$ cat src/rtl/btn_toggle_cond.sv
// btn_toggle_cond: raw push-button conditioner producing a one-cycle T pulse per press.
// Path: BtnIn -> 2-flop synchroniser -> debounce FSM -> registered T / Stable.
// Optional auto-repeat while held: define BTN_AUTOREPEAT_EN (default build has it disabled).
module btn_toggle_cond #(
  parameter int unsigned DEBOUNCE_CYCLES = 1000000,
  parameter int unsigned REPEAT_DELAY    = 25000000,
  parameter int unsigned REPEAT_PERIOD   = 5000000
) (
  input  logic Clk,
  input  logic Rst,
  input  logic BtnIn,
  output logic T,
  output logic Stable
);

  // One counter width serves every count so the debounce and repeat counters share a size.
  localparam int unsigned MaxDr    = (DEBOUNCE_CYCLES > REPEAT_DELAY) ? DEBOUNCE_CYCLES
                                                                       : REPEAT_DELAY;
  localparam int unsigned MaxCount = (MaxDr > REPEAT_PERIOD) ? MaxDr : REPEAT_PERIOD;
  localparam int unsigned CntW     = $clog2(MaxCount) + 1;

  localparam logic [CntW-1:0] DebLast = CntW'(DEBOUNCE_CYCLES - 1);

  typedef enum logic [1:0] {
    StIdle,
    StWaitHi,
    StHeld,
    StWaitLo
  } state_e;

  state_e          state_q;
  logic [CntW-1:0] cnt_q;
  logic            s1_q;
  logic            s2_q;
  logic            t_q;
  logic            stable_q;

`ifdef BTN_AUTOREPEAT_EN
  // Repeat pulses land REPEAT_DELAY-1 edges after entering HELD, then every REPEAT_PERIOD
  // edges. REPEAT_DELAY must be at least 2 for the first repeat to be reachable.
  localparam logic [CntW-1:0] RepFirst  = CntW'(REPEAT_DELAY - 1);
  localparam logic [CntW-1:0] RepPeriod = CntW'(REPEAT_PERIOD);

  logic [CntW-1:0] rep_cnt_q;
  logic            rep_phase_q;
  logic [CntW-1:0] rep_next;
  logic [CntW-1:0] rep_target;

  // Next repeat count and the count that fires the next repeat pulse.
  always_comb begin
    rep_next   = rep_cnt_q + 1'b1;
    rep_target = rep_phase_q ? RepPeriod : RepFirst;
  end
`endif

  // Two-flop synchroniser; the FSM only ever looks at s2_q.
  always_ff @(posedge Clk or posedge Rst) begin
    if (Rst) begin
      s1_q <= 1'b0;
      s2_q <= 1'b0;
    end else begin
      s1_q <= BtnIn;
      s2_q <= s1_q;
    end
  end

  // Debounce FSM with registered T pulse and debounced level.
  always_ff @(posedge Clk or posedge Rst) begin
    if (Rst) begin
      state_q     <= StIdle;
      cnt_q       <= '0;
      t_q         <= 1'b0;
      stable_q    <= 1'b0;
`ifdef BTN_AUTOREPEAT_EN
      rep_cnt_q   <= '0;
      rep_phase_q <= 1'b0;
`endif
    end else begin
      // T is a single-cycle pulse unless a branch below re-asserts it.
      t_q <= 1'b0;
      unique case (state_q)
        StIdle: begin
          if (s2_q) begin
            state_q <= StWaitHi;
            cnt_q   <= '0;
          end
        end
        StWaitHi: begin
          if (!s2_q) begin
            state_q <= StIdle;
          end else if (cnt_q == DebLast) begin
            state_q  <= StHeld;
            t_q      <= 1'b1;
            stable_q <= 1'b1;
`ifdef BTN_AUTOREPEAT_EN
            rep_cnt_q   <= '0;
            rep_phase_q <= 1'b0;
`endif
          end else begin
            cnt_q <= cnt_q + 1'b1;
          end
        end
        StHeld: begin
          if (!s2_q) begin
            // Repeat counter is left untouched so a release glitch only pauses it.
            state_q <= StWaitLo;
            cnt_q   <= '0;
          end
`ifdef BTN_AUTOREPEAT_EN
          else if (rep_next == rep_target) begin
            t_q         <= 1'b1;
            rep_cnt_q   <= '0;
            rep_phase_q <= 1'b1;
          end else begin
            rep_cnt_q <= rep_next;
          end
`endif
        end
        StWaitLo: begin
          if (s2_q) begin
            state_q <= StHeld;
          end else if (cnt_q == DebLast) begin
            state_q  <= StIdle;
            stable_q <= 1'b0;
`ifdef BTN_AUTOREPEAT_EN
            rep_cnt_q   <= '0;
            rep_phase_q <= 1'b0;
`endif
          end else begin
            cnt_q <= cnt_q + 1'b1;
          end
        end
        default: begin
          state_q  <= StIdle;
          cnt_q    <= '0;
          stable_q <= 1'b0;
        end
      endcase
    end
  end

  assign T      = t_q;
  assign Stable = stable_q;

endmodule

$ cat config.mk
export PLATFORM = sky130hd
export DESIGN_NAME = btn_toggle_cond
export DESIGN_NICKNAME = d
export VERILOG_FILES = /design/src/rtl/btn_toggle_cond.sv
export SDC_FILE = /design/constraint.sdc
export NUM_CORES = 1
export LEC_CHECK = 0
export BUFFER_PORTS_ARGS = -buffer_cell sky130_fd_sc_hd__buf_2
export CORE_AREA = 2 2 56 71
export CTS_CLUSTER_SIZE = 20
export DETAILED_ROUTE_END_ITERATION = 8
export DIE_AREA = 0 0 58 73
export PLACE_DENSITY = 0.61
export SLEW_MARGIN = 20
export SYNTH_ARGS = -nofsm -noshare
export SYNTH_HDL_FRONTEND = slang
export SYNTH_SLANG_ARGS = --single-unit
$ cat constraint.sdc
create_clock -name Clk -period 2.4 [get_ports Clk]
set_clock_uncertainty 0.05 [all_clocks]
set_input_delay 0.48 -clock Clk [delete_from_list [all_inputs] [get_ports Clk]]
set_output_delay 0.48 -clock Clk [all_outputs]
set_load 0.02 [all_outputs]
==> summary.md <==
| Metric | Value |
|---|---|
| Post-synthesis async set-or-reset flop share | 100% |
| CP Data Arrival Time | 2.26 ns |
| Final critical-path setup slack | 0.250 ns |
| Min-delay worst type | input pin to asynchronous set/reset pin |
| Setup TNS | 0 ns |
| Area share of the largest cell type after synthesis | 46.4% |
| Hold_buf cts | 0 |
| Count of final hold-check violations | 0 |
| Fill cell instance count of the final layout | 336 |
| Post-CTS Setup Bufs | 0 |
| Flip-flop and latch count after synthesis | 32 |
| Max-slew violation total from the final report | 0 |
| Count of mapped cells out of synthesis | 182 |
| Register clock-pin slew on the reported worst setup and hold paths | 0.06 ns |
| Router iterations before antenna repair | 4 |
| Cell types with the largest area share after synthesis | sky130_fd_sc_hd__dfrtp_1 (46%), sky130_fd_sc_hd__nand2_1 (4.4%), sky130_fd_sc_hd__xor2_1 (3.6%), sky130_fd_sc_hd__nand3_1 (3.5%), sky130_fd_sc_hd__o21ai_0 (3.5%) |
| Classification of the worst setup path | register to register |
| Mapped cell area | 0.00172 mm^2 |
| Leakage power of the design | 0.827 nW |
| Core utilization of the finished layout | 52.0% |
| Unrepaired setup endpoints after global routing | no |
| TritonCTS Buffers | 5 |
| Synthesized netlist net count | 186 |
| Die boundary width | 58 um |
| Post-synth EDFFs | 0 |
| Count of cells resized by post-cts repair | 0 |
| Clock power frac | 41.2% |
| Slowest-stage cell, CP | sky130_fd_sc_hd__or3_4 |
| Depth of the worst register-to-register path | 6 |
| Post-DP HPWL | 2770 um |
| Count of endpoints failing setup in the final report | 0 |
| CTS H-Tree Depth | 2 |
| Worst-skew pair later-pin latency | 0.28 ns |
| Cell area power density | 580 mW/mm^2 |
| Design internal power | 835 uW |
| Detail Route Antenna Nets | 0 |
| Site Rows | 25 |
| Via count of the first global-routing pass | 1397 |
| Logic gate share of total power | 6.3% |
| Number of warnings printed during yosys synthesis | 0 |
| Max Cap Viol | 0 |
| Cell accounting for the most synthesized area | sky130_fd_sc_hd__dfrtp_1 |
| Reg2Reg Launch Point | cnt_q[1]$_DFFE_PP0P_ |
| Crit path to | cnt_q[19]$_DFFE_PP0P_ |
| Maximum number of pins on one net before global-route repair | 33 |
| Die Height | 73 um |
| Capture point of the worst reg-to-reg path | cnt_q[19]$_DFFE_PP0P_ |
| Number of vias in the routed layout | 1427 |
| Delay of the slowest cell on the worst path | 0.48 ns |
| Clock tree from TritonCTS | yes |
| Outcome | finished clean |
| Die Area | 0.00423 mm^2 |
| Clock tree sinks | 32 |
| Switching power | 258 uW |
| Post-detailed-routing wire length | 3890 um |
| Setup crit start kind | register |
| Slew Limit Headroom | 40.5% |
| Vias per Instance | 6.18 |
| Antenna diode instance count | 0 |
| Standard cell core area | 0.00363 mm^2 |
| Number of buffers between clock root and the deepest sink | 2 |
| Initial detailed-routing violation count | 62 |
| Sequential cell fraction of total power | 52.6% |
| Starting density of the core | 47.5% |
| Worst endpoint required time | 2.51 ns |
| Top_reg_cell synth | sky130_fd_sc_hd__dfrtp_1 |
| Proportion of layout cells with a drive suffix above 1 | 13.6% |
| I/O pin count | 5 |
| Number of standard cells in the final layout excluding fillers | 231 |
| First-pass GRT wire length | 6550 um |
| Measured slew at the worst slew-check pin | 0.886 ns |
| Worst R2R Setup Slack | 0.25 ns |
| Series of cell instances along the critical path | ha_1 > nand3_1 > or3_4 > o21bai_4 > or2_2 > o31ai_1 |
| Count of input and output buffers | 4 |
| Syn_area_per_cell | 9.47 um^2 |
| Area growth, synth to finish | 9.36% |
| Worst slack at placement | 0.272 ns |
| Residual overflow from global routing | 0 |
| DRC Markers | 0 |
| Switching power as a share of total power | 23.6% |
| Category of the worst setup path capture point | register |
| Minimum clock period after layout | 2.15 ns |
| Largest fanout on the critical path | 12 |
| Number of nets in the final layout | 195 |
| Antenna violations before repair | 0 |
| Cell chosen for the clock root | sky130_fd_sc_hd__clkbuf_8 |
| Final routed wire length divided by cell count | 16.8 um |
| Synth unique cells | 42 |
| Max VDD drop | 0.408 mV |
| Post-Place Cells | 224 |
| Routability congestion estimate | 0.804 |
| Achievable clock frequency | 465 MHz |
| Final period util | 89.6% |
| Sequential share of the synthesized area | 46.4% |
| Worst setup startpoint | cnt_q[1]$_DFFE_PP0P_ |
| GRT Overall Usage | 20.7% |
power by group through the flow:
| stage | Sequential (mW) | Clock (mW) | Combinational [mW] |
|---|---|---|---|
| after floorplan | 0.579 | 0 | 0.0539 |
| after global placement | 0.584 | 0 | 0.0670 |
| after detailed placement | 0.585 | 0 | 0.0701 |
| after CTS | 0.575 | 0.458 | 0.0703 |
| after global routing | 0.576 | 0.492 | 0.0785 |
| final | 0.575 | 0.450 | 0.0688 |
cell families (layout without fill, tap and decap cells):
| kind of cell | after synthesis | in the layout | share of synthesized area (%) |
|---|---|---|---|
| compound gates | 39 | 39 | 16.0 |
| fa+ha+maj | 1 | 1 | 0.726 |
| simple gates | 85 | 85 | 27.1 |
| mux | 1 | 1 | 0.581 |
| flops | 32 | 32 | 46.4 |
| xor+xnor | 9 | 9 | 4.57 |
| buf+inv | 15 | 24 | 4.57 |
placed cells by master (no fill, tap or decap), drive strengths merged, types with 2 or more instances in the layout:
| cell type | count |
|---|---|
| xnor2 | 2 |
| a31oi | 2 |
| dfrtp | 32 |
| nand4 | 7 |
| o22ai | 2 |
| o221ai | 2 |
| xor2 | 7 |
| o21ai | 13 |
| and3 | 7 |
| nor4 | 3 |
| nand3b | 2 |
| nand2 | 20 |
| or3 | 2 |
| and4 | 3 |
| nand3 | 12 |
| a41oi | 2 |
| clkbuf | 7 |
| inv | 7 |
| and2 | 2 |
| buf | 10 |
| or2 | 2 |
| o31ai | 7 |
| nor4b | 3 |
| nor2 | 15 |
| nor3 | 5 |
| a21oi | 5 |
registers in the layout (all words and copies together), names as in the netlist, named ones only:
signal   count
s1_q         1
Stable       1
s2_q         1
T            1
cnt_q       26
state_q      1
routing by layer:
| layer | wire, um | vias up | track usage, % |
|---|---|---|---|
| li1 | - | 681 | - |
| met1 | 1710 | 706 | 23.8 |
| met2 | 1960 | 30 | 34.3 |
| met3 | 136 | 10 | 5.14 |
| met4 | 84 | 0 | 12.7 |
| met5 | 0 | - | 0 |
cell usage after synthesis, types with 2 or more instances:
cell type and number:
sky130_fd_sc_hd__nand2_1 20, sky130_fd_sc_hd__nand3b_1 2, sky130_fd_sc_hd__nand4_1 7, sky130_fd_sc_hd__or2_2 2
sky130_fd_sc_hd__o21ai_0 12, sky130_fd_sc_hd__nor4_1 2, sky130_fd_sc_hd__a31oi_1 2, sky130_fd_sc_hd__o221ai_1 2
sky130_fd_sc_hd__xnor2_1 2, sky130_fd_sc_hd__nand3_1 12, sky130_fd_sc_hd__and2_1 2, sky130_fd_sc_hd__o22ai_2 2
sky130_fd_sc_hd__and4_1 3, sky130_fd_sc_hd__clkbuf_1 4, sky130_fd_sc_hd__a41oi_1 2, sky130_fd_sc_hd__inv_1 6
sky130_fd_sc_hd__nor2_1 15, sky130_fd_sc_hd__nor4b_1 3, sky130_fd_sc_hd__o31ai_1 7, sky130_fd_sc_hd__buf_6 2
sky130_fd_sc_hd__xor2_1 7, sky130_fd_sc_hd__a21oi_1 5, sky130_fd_sc_hd__dfrtp_1 32, sky130_fd_sc_hd__nor3_1 5
sky130_fd_sc_hd__and3_1 7
worst max-delay path, delay by kind of cell, from the launching register on:
family	cells	cell delay (ns)
flip-flops	1	0.41
AO/OA/AOI/OAI	2	0.38
AND/OR/NAND/NOR	3	1.00
adder cells (fa/ha/maj)	1	0.19
through the flow:
stage / instance area (um^2) / hold slack (ns) / power (mW)
after floorplan: 1720 / 0.281 / 0.633
after global placement: 1790 / 0.283 / 0.651
after detailed placement: 1790 / 0.291 / 0.655
after CTS: 1890 / 0.228 / 1.10
after global routing: 1890 / 0.235 / 1.15
final: 1890 / 0.214 / 1.09
worst min-delay path by stage:
stage | from | to | slack, ns | cells after the start
detailed placement | s1_q$_DFF_PP0_ | s2_q$_DFF_PP0_ | 0.29 | 0
finish | Rst | s1_q$_DFF_PP0_ | 0.21 | 3
floorplan | s1_q$_DFF_PP0_ | s2_q$_DFF_PP0_ | 0.28 | 0
global placement | s1_q$_DFF_PP0_ | s2_q$_DFF_PP0_ | 0.28 | 0
CTS | Rst | cnt_q[10]$_DFFE_PP0P_ | 0.23 | 3
global route | BtnIn | s1_q$_DFF_PP0_ | 0.23 | 1
area by class of cell:
type | count | area (um^2) | area share [%]
Multi-Input combinational cell | 135 | 845 | 44.8
Sequential cell | 32 | 801 | 42.5
Clock buffer | 7 | 96.3 | 5.11
Timing Repair Buffer | 10 | 65.1 | 3.45
Tap cell | 40 | 50.0 | 2.65
Inverter | 7 | 28.8 | 1.53
No activity file was read; power rests on OpenSTA's default activity.
